File: config.mk
export PLATFORM = sky130hd
export DESIGN_NAME = serial_word_tx
export DESIGN_NICKNAME = d
export VERILOG_FILES = /design/src/rtl/serial_word_tx.sv
export SDC_FILE = /design/constraint.sdc
export NUM_CORES = 1
export LEC_CHECK = 0
export CAP_MARGIN = 20
export CORE_MARGIN = 5
export CORE_UTILIZATION = 50
export CTS_BUF_LIST = sky130_fd_sc_hd__clkbuf_16
export DETAILED_ROUTE_END_ITERATION = 8
export DONT_BUFFER_PORTS = 1
export HOLD_SLACK_MARGIN = 0.15
export MAX_ROUTING_LAYER = met4
export PLACE_DENSITY = 0.68
export SYNTH_ARGS = -nofsm -noshare
export SYNTH_HDL_FRONTEND = slang
export SYNTH_SLANG_ARGS = --single-unit
File: constraint.sdc
create_clock -name clk -period 1.7 [get_ports clk]
set_clock_uncertainty 0.1 [all_clocks]
set_input_delay 0.085 -clock clk [delete_from_list [all_inputs] [get_ports clk]]
set_output_delay 0.085 -clock clk [all_outputs]
set_load 0.05 [all_outputs]
File: src/rtl/serial_word_tx.sv
// serial_word_tx: parallel-to-serial word transmitter, LSB first.
// A one-word holding buffer sits in front of the shift register, so the next
// word can be accepted while the current one is still shifting. This lets
// frames follow each other with no idle cycle between them.
//
// state | meaning
// ------+-----------------------------------------------
// IDLE  | shift register empty, bit_valid low
// SHIFT | shift register holds a word, bit_out = sreg[0]
module serial_word_tx #(
  parameter int WIDTH = 8
) (
  input  logic             clk,
  input  logic             rst_n,
  input  logic [WIDTH-1:0] in_data,
  input  logic             in_valid,
  output logic             in_ready,
  output logic             bit_out,
  output logic             bit_valid,
  input  logic             bit_ready,
  output logic             frame_start,
  output logic             frame_last,
  output logic [15:0]      frame_count
);

  localparam int CW = (WIDTH > 1) ? $clog2(WIDTH) : 1;
  localparam logic [CW-1:0] CNT_LAST = CW'(WIDTH - 1);

  typedef enum logic {
    IDLE  = 1'b0,
    SHIFT = 1'b1
  } state_t;

  state_t           state;
  state_t           state_nxt;
  logic [WIDTH-1:0] hbuf;
  logic             hvalid;
  logic [WIDTH-1:0] sreg;
  logic [CW-1:0]    cnt;

  logic accept;
  logic bit_hs;
  logic at_last;
  logic load;

  assign accept  = in_valid && in_ready;
  assign bit_hs  = bit_valid && bit_ready;
  assign at_last = (cnt == CNT_LAST);
  // The shifter reloads either from empty or directly on the final bit
  // handshake. A reload always wins over an accept, because hvalid=1 already
  // holds in_ready low.
  assign load    = hvalid && ((state == IDLE) || (bit_hs && at_last));

  // State register
  always_ff @(posedge clk or negedge rst_n) begin
    if (!rst_n) state <= IDLE;
    else        state <= state_nxt;
  end

  // Next-state logic: leave SHIFT only when the last bit goes and nothing is waiting
  always_comb begin
    state_nxt = state;
    case (state)
      IDLE:    if (hvalid) state_nxt = SHIFT;
      SHIFT:   if (bit_hs && at_last && !hvalid) state_nxt = IDLE;
      default: state_nxt = IDLE;
    endcase
  end

  // Outputs, all decoded from registers; in_ready is held low during reset
  always_comb begin
    in_ready    = rst_n && !hvalid;
    bit_valid   = (state == SHIFT);
    bit_out     = bit_valid && sreg[0];
    frame_start = bit_valid && (cnt == '0);
    frame_last  = bit_valid && at_last;
  end

  // Datapath: holding buffer, shift register, bit counter, frame counter
  always_ff @(posedge clk or negedge rst_n) begin
    if (!rst_n) begin
      hbuf        <= '0;
      hvalid      <= 1'b0;
      sreg        <= '0;
      cnt         <= '0;
      frame_count <= '0;
    end else begin
      if (load) begin
        sreg   <= hbuf;
        cnt    <= '0;
        hvalid <= 1'b0;
      end else if (bit_hs) begin
        if (at_last) begin
          cnt <= '0;
        end else begin
          sreg <= sreg >> 1;
          cnt  <= cnt + CW'(1);
        end
      end
      if (accept) begin
        hbuf   <= in_data;
        hvalid <= 1'b1;
      end
      if (bit_hs && at_last) frame_count <= frame_count + 16'd1;
    end
  end

endmodule

---- Yosys cells after proc, flatten, opt, wreduce, memory -nomap -nowiden ----
Index checks and enable logic that the tools add are counted.
cells by class
  $add $sub $neg .......................... 2
  equal/unequal tests ..................... 2
  mux-type cells .......................... 11
  bitwise logic cells ..................... 1
  reduce and logical (&&, ||, !) cells .... 15
operator list
  operator                                               count
  2-to-1 mux 8 bit                                       3
  adder 16 x 1 -> 16 bit, second input constant          1
  logical AND 1 bit                                      9
  2-to-1 mux 3 bit                                       3
  2-to-1 mux 1 bit                                       4
  nonzero test 2 bit                                     2
  adder 3 x 1 -> 3 bit, second input constant            1
  == test 3 bit, second input constant                   1
  logical NOT 3 bit                                      1
  inequality test 2 x 1 -> 1 bit, second input constant  1
  case mux 1 bit (2 select lines)                        1
  AND reduction 2 bit                                    1
  logical NOT 1 bit                                      1
  logical OR 1 bit                                       1
  NOT 1 bit                                              1
storage, ports and cells
  register bits after elaboration ......... 37
  bits of input ports ..................... 12
  output and inout bits ................... 21
  word-level logic and storage cells ...... 37

---- Depth between registers and ports, before layout ----
Gate-level depths: netlist of the first run.
  word-level depth ........................ 6
  mapped depth ............................ 7
  gate-level depth less buffers ........... 6

---- Least setup slack after synthesis of the first run ----
OpenSTA, ideal clock, no wires.
  path type ............................... register to register
  from .................................... register hvalid
  to ...................................... register hbuf[0]
  arrival ................................. 1.903 ns
  data required time ...................... 1.475 ns
  setup slack ............................. -0.428 ns
  stages on the path, launching flop included .. 4
  cell sequence ........................... dfrtp_1 -> nor2b_1 -> nand2_1 -> mux2_2
on the way
  cells in the longest elaborated chain, start to end .. 3
RTL lines
  element                 line  RTL
  from (decl)             37    logic hvalid;
  from (signal assigned)  83    hvalid <= 1'b0;
  from (signal assigned)  91    hvalid <= 1'b0;
  from (signal assigned)  102   hvalid <= 1'b1;
  logical NOT 1 bit       72    in_ready = rst_n && !hvalid;
  logical AND 1 bit       72
  via in_ready            17    output logic in_ready,
  logical AND 1 bit       46    assign accept = in_valid && in_ready;
  to (signal assigned)    101   hbuf <= in_data;
  to (decl)               36    logic [WIDTH-1:0] hbuf;
The timed path passes the listed nets, and every way through them passes these cells.
A chain may end at the register's enable or synchronous reset.

---- Final worst setup path of the first run ----
  from .................................... register cnt[0]
  to ...................................... register sreg[0]
on the way
  cells in the longest elaborated chain, start to end .. 6
  elaborated cells between the ends (all ways) .. 8
  those cells by class .................... 2 x eq/ne; 1 x mux; 5 x reduce/logical
RTL lines
  element                                                                         line  RTL
  from (decl)                                                                     39    logic [CW-1:0] cnt;
  from (signal assigned)                                                          97    cnt <= cnt + CW'(1);
  == test 3 bit (*)                                                               48    assign at_last = (cnt == CNT_LAST);
  logical AND 1 bit                                                               52    assign load = hvalid && ((state == IDLE) || (bit_hs && at_last));
  logical OR 1 bit                                                                52
  logical AND 1 bit                                                               52
  inequality test 2 x 1 -> 1 bit (no line) or nonzero test 2 bit (tied branches)  -
  AND reduction 2 bit (no line)                                                   -
  to (signal assigned)                                                            89    sreg <= hbuf;
  to (signal assigned)                                                            96    sreg <= sreg >> 1;
  to (decl)                                                                       38    logic [WIDTH-1:0] sreg;
Every way passes the cells marked *; elsewhere a longest branch is shown, timed or not.

==> impl.org, run 1 <==
** Logic synthesis
- Dominant combinational cell family by area after synthesis :: simple AND/OR/NAND/NOR gates
- Xor/xnor share of the synthesized area :: 7.761%
- Yosys mapped a number of flops with a built-in enable equal to 0.
- Area fraction in compound gates after synthesis :: between 5 and 6%
- A synthesized cell averages 11.44 µm².
- After synthesis, the largest area contributor takes up about 55% of total cell area.
- Among all flip-flop cells after synthesis, the most frequent one is dfrtp_1.
- Commonest cells post-synth :: dfrtp_1 (37), nand2_1 (21), o21ai_0 (11)
- Sequential-to-total area share from yosys stat :: 54.69%
- Top area cells in the synthesized netlist :: dfrtp_1 (55%), mux2_2 (6.0%), xnor2_1 (5.2%)
- Of all flip-flops after synthesis, the portion carrying an async set or reset was 100.0%.
- Summing the areas of all fa, ha and maj instances in the mapped netlist gives 2.956% of the synthesized area.
- In the synthesized netlist, the number of instances is 148.
- The cell area that synthesis handed to floorplanning was ~1700 µm².
- Post-synth top area cell :: dfrtp_1
- After synthesis, the share of cell area in mux cells is 10.13%.
- Post-Synth Simple-Gate Area :: between 15 and 20%
- Warnings from Yosys :: 0
- Net Count, Synth :: 164
- Count of cell types in the netlist :: 26
- Cell with the most instances after synthesis :: dfrtp_1
- Synthesized flop and latch total :: 37

** Finish
- The repair_antennas step left the layout with diodes totalling 0.
- Cells with a size suffix above 1 make up 30.69% of the layout.
- The finished cells cover 2311 µm².
- Nets :: approximately 200
- Layout overhead on the synthesized area :: 36.51%

** Clock tree
- CTS clock-pin slew for the worst setup and hold paths :: 50 ps
- The number of clock buffers added by TritonCTS is 5.
- Clock sink count :: 37
- Clock tree from TritonCTS :: done
- The clock reaches the later pin of the worst-skew pair after 280 ps.
- Count of H-tree levels built during CTS :: 2
- Number of buffers on the longest clock path :: 2
- Clock Root Buffer :: clkbuf_16

** Routing
- For this run, design rule violations remaining after detail routing come to 0.
- Post-DRT Antenna Nets :: 0
- Summed over all layers, the routed wires come to 3450 µm.
- After detailed routing, the number of vias per cell comes to 5.157.
- Vias :: 1212
- Before antenna repair, the detailed router went through 4 iterations.
- Drt first-iter violations :: just under 80
- After detailed routing, the average wire length per cell comes to roughly 15 µm.

** Floorplan
- 33 I/O pins were placed.
- The die is 68.19 µm tall.
- Die width :: approximately 68 µm
- Area of the core :: between 3000 and 4000 µm²
- Starting Density :: between 50% and 60%
- Die outline area :: about 4600 µm²
- Number of placement rows :: 21

** STA
- Worst hold margin :: 151.0 ps
- Crit share post-route :: 98.29%
- Based on the critical path, the design can be clocked at up to between 500 and 600 MHz.
- The final-report max-slew violation count was 0.
- Rel. slew slack :: 67.44%
- Final number of hold-violating endpoints :: 0
- Setup slack closes at 29.01 ps.
- Clock period minus final worst setup slack :: 1671 ps
- Tightest Pin Transition :: roughly 490 ps
- RSZ-0062 raised after global routing :: yes
- Final number of setup-violating endpoints :: 0
- Setup TNS :: 0 ps

** Power
- Internal Power :: 2.324 mW
- Total net switching power :: about 1 mW
- Sw Ratio :: 30.07%
- Combinational logic is responsible for 25.9% of the overall power.
- Areal power density over the cells :: 1438 nW/µm²
- Summed over all cells, the static leakage comes to 1.162 nW.
- Of the total power, registers draw roughly two fifths.
- The design draws approximately 3.3 mW.
- VDD sags by at most 0.9624 mV.
- In this run, the clock network consumes 35.3% of the power.

** Critical path
- STA puts the critical path data required time at 1740 ps.
- Worst setup path category :: reg2reg
- In this run the worst path has a maximum fanout of 8.
- The startpoint identified for the worst register-to-register timing path is cnt[0].
- Crit path launch type :: flop
- Crit path DAT :: ~1700 ps
- The worst setup path is captured at a flop.
- Launch point of the worst path :: cnt[0]

** Placement
- Routability-driven placement finished with a final weighted congestion of 0.8222.
- After legalization and detailed placement, the total HPWL measured 2351 µm.
- Prior to clock tree synthesis, the placed netlist has a worst setup slack of -159.5 ps.
- Count of buffers from port buffering :: 0
- Cell area after placement :: 1959 µm²

** Hold path
- The startpoint identified for the worst hold timing path is bit_ready.
- The worst hold path belongs to the class in2reg.

** Global routing
- The number of global-route vias before repair came to 1252.
- Global routing used 17.26% of the available tracks across all layers.
- Remaining global-route overflow :: 0
- Entering global routing, the biggest net connects 38 pins.
- The number of antenna violations at the first check in global routing is 0.
- The first global-routing pass estimated around 5700 µm of wire.

** Job
- The tool flagged a number of max-cap violations equal to 0.

** Run status
- The run finished with clean final reports.
stage by stage:
step	util, %	std cells
floorplan	-	148
global placement	59.18	215
detailed placement	59.18	215
CTS	69.50	235
global route	69.80	235
finish	69.80	235
power by group through the flow:
stage	logic (mW)	registers [mW]	clock network, mW
after floorplan	0.520	1.34	0
after global routing	0.943	1.31	1.23
after detailed placement	0.822	1.29	0
after global placement	0.785	1.28	0
final	0.862	1.29	1.17
after CTS	0.874	1.29	1.19
placed cells by master (no fill, tap or decap), drive strengths merged, types with 2 or more instances in the layout:
| cell | synthesis | routed |
|---|---|---|
| a22o | 2 | 2 |
| nand2 | 21 | 21 |
| ha | 4 | 4 |
| nand3 | 4 | 4 |
| o21ai | 12 | 12 |
| buf | 3 | 26 |
| xnor2 | 10 | 10 |
| dfrtp | 37 | 37 |
| mux2i | 7 | 7 |
| and2 | 2 | 2 |
| nor2 | 4 | 4 |
| nand2b | 2 | 2 |
| nand4 | 6 | 6 |
| clkbuf | 1 | 5 |
| dlygate4sd3 | 0 | 11 |
| nor3 | 2 | 2 |
| inv | 5 | 5 |
| bufinv | 0 | 2 |
| xor2 | 5 | 5 |
| and3 | 6 | 6 |
| nor2b | 3 | 3 |
| mux2 | 9 | 9 |
metal layers:
metal  global-route usage (%)  up-vias  part of all wire (%)
met5                        -        -                     0
met4                    6.948        0                   1.5
met3                    6.897        4                   6.6
met2                    27.32       33                    50
met1                    19.47      589                    42
li1                         -      586                     -
sequential cells by signal, summed over array words and instances (netlist names):
register,flops
hvalid,1
cnt,3
hbuf,8
sreg,8
frame_count,16
bit_valid,1
cell families (layout without fill, tap and decap cells):
group | count (synthesis) | in the layout
compound gates | 15 | 15
xor+xnor | 15 | 15
fa+ha+maj | 4 | 4
buf+inv | 9 | 50
flops | 37 | 37
mux | 16 | 16
simple gates | 52 | 52
worst max-delay path, stage by stage, from the launching register on:
cell      delay, ps
dfrtp_1         380
ha_2            200
ha_4            170
a21boi_2        160
nand2b_4        230
mux2i_1         200
o21ai_0          90
worst paths after layout:
kind,to,slack [ps],cells past startpoint
min in group asynchronous,frame_count[1],170,2
worst min-delay path,frame_count[0],150,3
worst max register to register,sreg[0],30,6
worst max-delay path,sreg[0],30,6
worst min register to register,sreg[6],390,2
max in group asynchronous,bit_valid,1140,2
cell type report:
cell class | instances | area (µm²)
multi-input cells | 102 | 795.8
clock buffers | 5 | 125.1
inverters | 5 | 18.77
clock inverters | 3 | 65.06
well taps | 46 | 57.56
repair buffers | 37 | 321.6
flip-flops and latches | 37 | 927.1
fillers | 237 | 999.7
repair_timing:
action | 4_1_cts | 5_1_grt
buffers inserted | 0 | 1
endpoints found under the setup margin | 9 | 14
pin swaps | 1 | 6
gates resized for setup | 5 | 6
endpoints found under the hold margin | 50 | 0
hold buffers | 12 | 0
Note: power is estimated with default switching activity, not from simulation.
==> run 2, diff against run 1 <==
--- a/config.mk
+++ b/config.mk
@@ -7,13 +7,13 @@
 export LEC_CHECK = 0
 export CAP_MARGIN = 20
 export CORE_MARGIN = 5
-export CORE_UTILIZATION = 50
+export CORE_UTILIZATION = 53
 export CTS_BUF_LIST = sky130_fd_sc_hd__clkbuf_16
 export DETAILED_ROUTE_END_ITERATION = 8
 export DONT_BUFFER_PORTS = 1
 export HOLD_SLACK_MARGIN = 0.15
 export MAX_ROUTING_LAYER = met4
-export PLACE_DENSITY = 0.68
+export PLACE_DENSITY = 0.71
 export SYNTH_ARGS = -nofsm -noshare
 export SYNTH_HDL_FRONTEND = slang
 export SYNTH_SLANG_ARGS = --single-unit
==> constraint.sdc (replaced) <==
create_clock -name clk -period 1.7 [get_ports clk]
set_clock_uncertainty 0.1 [all_clocks]
set_input_delay 0.085 -clock clk [delete_from_list [all_inputs] [get_ports clk]]
set_output_delay 0.085 -clock clk [all_outputs]
set_load 0.02 [all_outputs]
==> run 2 against run 1 <==
The flow now finishes with violations (negative setup slack); maximum frequency fell by 3.3%; core utilization rose by 2.3 points; clock power fell by 28%; wire length rose by 1.1%; setup slack got worse by 57 ps.
==> impl.org, run 2 (synthesis results as in run 1) <==
** Run status
- Status :: complete, but fails checks
- Violations in the final reports :: negative setup slack

** Global routing
- Via count of the first global-routing pass :: around 1300
- Number of antenna violations at the first check in global routing :: 0
- Pin count of the biggest net entering global routing :: 38
- Summed over all layers, the global routing overflow is 0.
- Tot GR Track Use :: 17.98%
- Global-route wire length before repair :: 5699 µm

** Clock tree
- No sink is reached through more buffers than the 2 on the longest clock path.
- CTS clock-pin slew for the worst setup and hold paths :: 50 ps
- In this run, CTS created clock tree buffers numbering 5.
- Count of H-tree levels built during CTS :: 2
- Worst-skew pair later-pin latency :: ~280 ps
- Clock sink count :: 37
- Clock tree from TritonCTS :: done
- Clock Root Buffer :: clkbuf_16

** STA
- After routing, the total negative slack on setup checks comes to -36.40 ps.
- RSZ-0062 raised after global routing :: yes
- Rel. slew slack :: 66.90%
- The final-report max-slew violation count is 0.
- Achievable Freq :: 578.5 MHz
- Final number of setup-violating endpoints :: 2
- Final number of hold-violating endpoints :: 0
- Crit share post-route :: 101.7%
- Clock period minus final worst setup slack :: 1728 ps
- For the pin with the worst max-slew slack, the measured transition is around 500 ps.
- Post-layout worst setup margin :: -28.47 ps

** Floorplan
- Die width :: 66.52 µm
- The die covers 4424 µm².
- The floorplan step defined a core boundary enclosing between 3000 and 4000 µm².
- Ports placed on the boundary :: 33
- Number of placement rows :: 20
- For this configuration, the core starts out at a cell density of between 50% and 60%.
- In this run the vertical extent of the chip is 66.52 µm.

** Power
- VDD sags by at most ~1.1 mV.
- Areal power density over the cells :: 1302 nW/µm²
- Static leakage power :: approximately 1.1 nW

** Placement
- OpenSTA, run right after detailed placement, puts the worst setup slack at -190.1 ps.
- Once placement finished, the instance area stood at ~1900 µm².
- Count of buffers from port buffering :: 0
- Global placer's final weighted congestion :: 0.7760
- HPWL Detailed :: 2217 µm

** Job
- Max-cap violations :: 0

** Routing
- In the routed layout, each cell is associated on average with a via count of 5.285.
- In this run, the number of DRC markers left after iteration 0 of detailed routing was 36.
- For this run, the detailed router's first-pass iteration total came to 4.
- Total wire length after detailed routing :: 3487 µm
- In the final routed layout, each cell accounts on average for between 15 and 20 µm.
- Post-detailed-route DRC marker count :: 0
- Post-DRT Antenna Nets :: 0
- Vias :: 1205

** Finish
- Register ranked first by flip-flop count :: frame_count
- Layout overhead on the synthesized area :: 30.08%
- Cells fill between 70% and 80% of the core in the end.
- Nets :: 200
- The library cell used most frequently in the layout, excluding fill and tap cells, is dfrtp_1.
- Max reg flops :: 16
- N_diodes :: 0
- In the final layout, the registers with the most flip-flops are frame_count: 16 flops, hbuf: 8 flops, sreg: 8 flops.
- Share of layout cells above drive strength 1 :: a little over a quarter
- The top cell types in the final layout, fill and taps aside, are dfrtp_1 (37), nand2_1 (21), buf_4 (21).
- Non-Filler Cell Area, Final :: 2202 µm²

** Critical path
- Flop2flop setup slack :: -30 ps
- For the worst setup path, the data arrival time is 1770 ps.
- Critical Path Max Stage Delay :: 400 ps
- For this design, the slowest cell found on the critical path is dfrtp_1.
- The critical path goes through ha_2 -> ha_4 -> a21boi_2 -> nand2b_4 -> mux2i_1 -> o21ai_1.
- Maximum fanout count along the critical path :: 8
- CP Data Required Time :: between 1500 and 2000 ps
- Crit path launch type :: flop
- STA classifies the critical path endpoint as a flop.
- Worst setup path category :: reg2reg

** Hold path
- Type of the worst min-delay path :: in2async
[run 2: cell types whose count changed in the layout (fill, tap and decap cells not counted), sizes merged]
cell | before | now
buf | 26 | 22
bufinv | 2 | 0
inv | 5 | 6
[run 2: report_power, final]
group / total (mW) / internal [mW] / switching [mW] / leakage [nW]
clock: 0.844 / 0.523 / 0.321 / 0.0685
combinational: 0.738 / 0.379 / 0.359 / 0.563
sequential: 1.28 / 1.11 / 0.177 / 0.477
total: 2.87 / 2.01 / 0.857 / 1.11
[run 2: layout make-up]
type                       instances  area [µm²]
clock buffer                       5       125.1
clock inverter                     2       7.507
fill                             223       850.8
inverter                           5       18.77
multi-input combinational        102       782.0
sequential                        37       925.9
tap                               44       55.05
timing repair buffer              33       287.8
[run 2: repair_timing]
item | 4_1_cts | 5_1_grt
endpoints found under the setup margin | 13 | 13
buffers inserted | 1 | 3
gates resized for setup | 9 | 2
hold endpoints to repair | 52 | 0
hold buffers | 12 | 0
pin swaps | 4 | 2
[run 2: path summary, 6_finish.rpt]
check	from	endpoint	cells after the start
worst max-delay path	cnt[0]	sreg[6]	6
worst min-delay path	rst_n	frame_count[1]	2
worst max register to register	cnt[0]	sreg[6]	6
worst min register to register	sreg[1]	sreg[1]	2
min in group clk	rst_n	hvalid	3
max in group asynchronous	rst_n	cnt[1]	2
[run 2: critical path: cells and delay by family (launching register included)]
family	cells	cell delay [ps]
AND/OR/NAND/NOR	1	230
adder cells (fa/ha/maj)	2	370
flip-flops	1	400
AO/OA/AOI/OAI	2	260
multiplexers	1	240
[run 2: routing by layer]
layer / global-route usage (%) / up-vias / wire [µm]
met1: 18.93 / 588 / 1401
met4: 5.838 / 0 / 65
met2: 30.73 / 32 / 1817
li1: - / 576 / -
met3: 7.251 / 9 / 202
met5: - / - / 0
[run 2: per-stage QoR]
stage | power [mW] | hold slack (ps) | instances
detailed placement | 1.919 | -309.5 | 206
global route | 3.027 | 192.0 | 228
CTS | 2.816 | 192.3 | 225
global placement | 1.876 | -309.5 | 206
floorplan | 1.711 | -310.6 | 148
finish | 2.867 | 174.2 | 228
==> run 3, diff against run 2 <==
--- a/config.mk
+++ b/config.mk
@@ -5,7 +5,7 @@
 export SDC_FILE = /design/constraint.sdc
 export NUM_CORES = 1
 export LEC_CHECK = 0
-export CAP_MARGIN = 20
+export CAP_MARGIN = 0
 export CORE_MARGIN = 5
 export CORE_UTILIZATION = 53
 export CTS_BUF_LIST = sky130_fd_sc_hd__clkbuf_16
@@ -14,6 +14,7 @@
 export HOLD_SLACK_MARGIN = 0.15
 export MAX_ROUTING_LAYER = met4
 export PLACE_DENSITY = 0.71
+export REMOVE_ABC_BUFFERS = 1
 export SYNTH_ARGS = -nofsm -noshare
 export SYNTH_HDL_FRONTEND = slang
 export SYNTH_SLANG_ARGS = --single-unit
==> run 3 against run 2 <==
The flow now finishes without violations; sequential power about the same; combinational power fell by 2%; highest routed layer unchanged; maximum frequency up 3.0%; global-route usage shrank 0.86 points; core utilization rose by 0.33 points; largest power group unchanged; final cell count shrank 0.88%.
==> impl.org, run 3 (synthesis results as in run 1) <==
** Finish
- Nets :: between 150 and 200
- N_diodes :: 0
- Measured on the finished design, the core utilization comes to 72.46%.
- The library cell used most frequently in the layout, excluding fill and tap cells, is dfrtp_1.
- Regs by FF count :: frame_count: 16 flops, hbuf: 8 flops, sreg: 8 flops
- Sequential cell area :: 925.9 µm²
- The register with the most flip-flops in the layout has 16 of them.
- Leaving out fill and tap cells, the most frequent cells in the layout are dfrtp_1 (37), nand2_1 (21), buf_4 (18).
- For this run, the number of standard cells in the final layout without fillers is 226.
- The multi-input combinational cells in the finished layout cover a total of ~800 µm².
- Ranked by flip-flop count, first place goes to frame_count.
- Compared with the post-synthesis result, the final layout area differs by 30.67%.
- The layout has 222 filler cells.
- Share of layout cells above drive strength 1 :: 26.92%

** Power
- VDD IR max :: just over 0.9 mV
- In this run the static leakage power is 1.083 nW.
- Areal power density over the cells :: 1273 nW/µm²
- Overall Power :: 2.817 mW

** STA
- Clock period minus final worst setup slack :: 1678 ps
- Final number of setup-violating endpoints :: 0
- RSZ-0062 raised after global routing :: yes
- The final count of hold timing violations came to 0.
- The final-report max-slew violation count was 0.
- Crit share post-route :: a little over nine tenths
- At the pin with the least slew margin, the transition time is 388.4 ps.
- In this run the tightest slew margin relative to its limit is 74.04%.
- Across all setup checks in the final design, the least slack found is 21.84 ps.
- Worst hold margin :: about 170 ps
- Achievable Freq :: 595.9 MHz

** Critical path
- The worst setup path is launched from a flop.
- Critical register-to-register path startpoint :: cnt[0]
- Along the worst path, the maximum fanout reaches 8.
- STA classifies the critical path endpoint as a flop.
- CP Data Required Time :: 1750 ps
- CP max stage cell :: dfrtp_1
- By startpoint and endpoint, the worst setup path is classified as reg2reg.
- In this design, the largest share of critical-path delay is due to flip-flops.
- The critical path starts at cnt[0].
- The largest single stage delay on the critical path is roughly 380 ps.
- For the worst setup path, the data arrival time is 1730 ps.
- Traced cell by cell, the critical path runs through ha_2 -> ha_4 -> a21boi_4 -> nand2b_4 -> mux2i_2 -> o21ai_1.
- Total buffers and inverters traversed by the critical path :: 0

** Placement
- # placed instances :: 208
- Once detailed placement completed, the half-perimeter wirelength came to about 2200 µm.
- Global placer's final weighted congestion :: 0.7332
- Count of buffers from port buffering :: 0
- Setup WS pre-CTS :: -277.1 ps

** Job
- Across the run, the number of max-cap violations was 0.

** Routing
- After the first detailed-routing iteration, the DRC count stood at 79.
- Vias :: 1169
- Total wire length after detailed routing :: 3117 µm
- Met1 Wirelength :: 1328 µm
- Detailed routing placed a total of 217 µm of wire on met3.
- Wire per inst :: 13.79 µm
- The highest metal layer carrying signal wires in the routed design is met4.
- Post-detailed-route DRC marker count :: 0
- Dividing the detail-routed via count by the number of cells gives 5.173.
- Routed met2 length :: 1531 µm
- The first TritonRoute pass finished after 4 iterations.
- Post-DRT Antenna Nets :: 0

** Clock tree
- Number of post-CTS setup repair buffers :: 0
- The tree is rooted in a clkbuf_16.
- Number of buffers on the longest clock path :: 2
- CTS clock-pin slew for the worst setup and hold paths :: roughly 50 ps
- Inserted Clock Buffers :: 5
- Clock latency on the worst-skew pair, taken at its later pin, is 270 ps.
- CTS built an H-tree with a depth of 2.
- Clock sink count :: 37
- TritonCTS built the clock tree.

** Floorplan
- Die width :: between 60 and 70 µm
- Die outline area :: between 4000 and 5000 µm²
- Starting Density :: around 55%
- Ports placed on the boundary :: 33
- Area of the core :: 3053 µm²
- Vertical extent of the die :: roughly 67 µm
- Row generation in the floorplan step produced 20 rows.

** Global routing
- The number of global-route vias before repair was approximately 1200.
- Remaining global-route overflow :: 0
- Global-route wire length before repair :: 5409 µm
- Entering global routing, the biggest net connects 38 pins.
- Number of antenna violations at the first check in global routing :: 0
- Global routing consumed, over all layers together, 17.12% of the routing resources.

** Run status
- The flow ran to the end, and the final reports show no timing, DRC or antenna violations.

** Hold path
- The worst hold path belongs to the class in2async.
-- run 3: changes by cell type in the layout (fill, tap and decap cells not counted), sizes merged --
cell / before / now
buf: 22 / 20
-- run 3: repair_timing --
action,4_1_cts,5_1_grt
gates resized for setup,12,12
hold buffers,12,0
endpoints found under the setup margin,18,14
gates cloned,0,0
endpoints found under the hold margin,51,0
pin swaps,2,4
-- run 3: cell type report --
| cell class | instances | share of cell area (%) |
|---|---|---|
| Sequential cell | 37 | 41.86 |
| Tap cell | 44 | 2.489 |
| Inverter | 5 | 0.8484 |
| Multi-Input combinational cell | 102 | 36.31 |
| Clock buffer | 5 | 5.656 |
| Timing Repair Buffer | 31 | 12.50 |
| Clock inverter | 2 | 0.3394 |
-- run 3: layer usage --
layer  vias up  track usage [%]
met5         -                -
met4         0            6.091
met3         5            6.239
met2        34            26.15
met1       560            20.96
li1        570                -
-- run 3: where the power goes --
part           switching, mW  leakage, nW  internal [mW]
registers              0.163        0.477           1.11
logic                  0.352        0.538          0.369
clock network          0.303       0.0685          0.523
-- run 3: stage by stage --
stage,area [µm²],TNS [ps]
2_1_floorplan,1668,-2283
3_3_place_gp,1886,-1235
3_5_place_dp,1886,-2481
4_1_cts,2192,0
5_1_grt,2212,-457.4
6_report,2212,0
-- run 3: final timing paths --
kind	endpoint	slack [ps]	cells past startpoint
hold reg to reg	sreg[0]	390	2
hold / removal	hbuf[1]	170	2
setup reg to reg	sreg[3]	20	6
setup / recovery	sreg[3]	20	6
max in group asynchronous	frame_count[0]	1150	2
min in group clk	hvalid	260	3
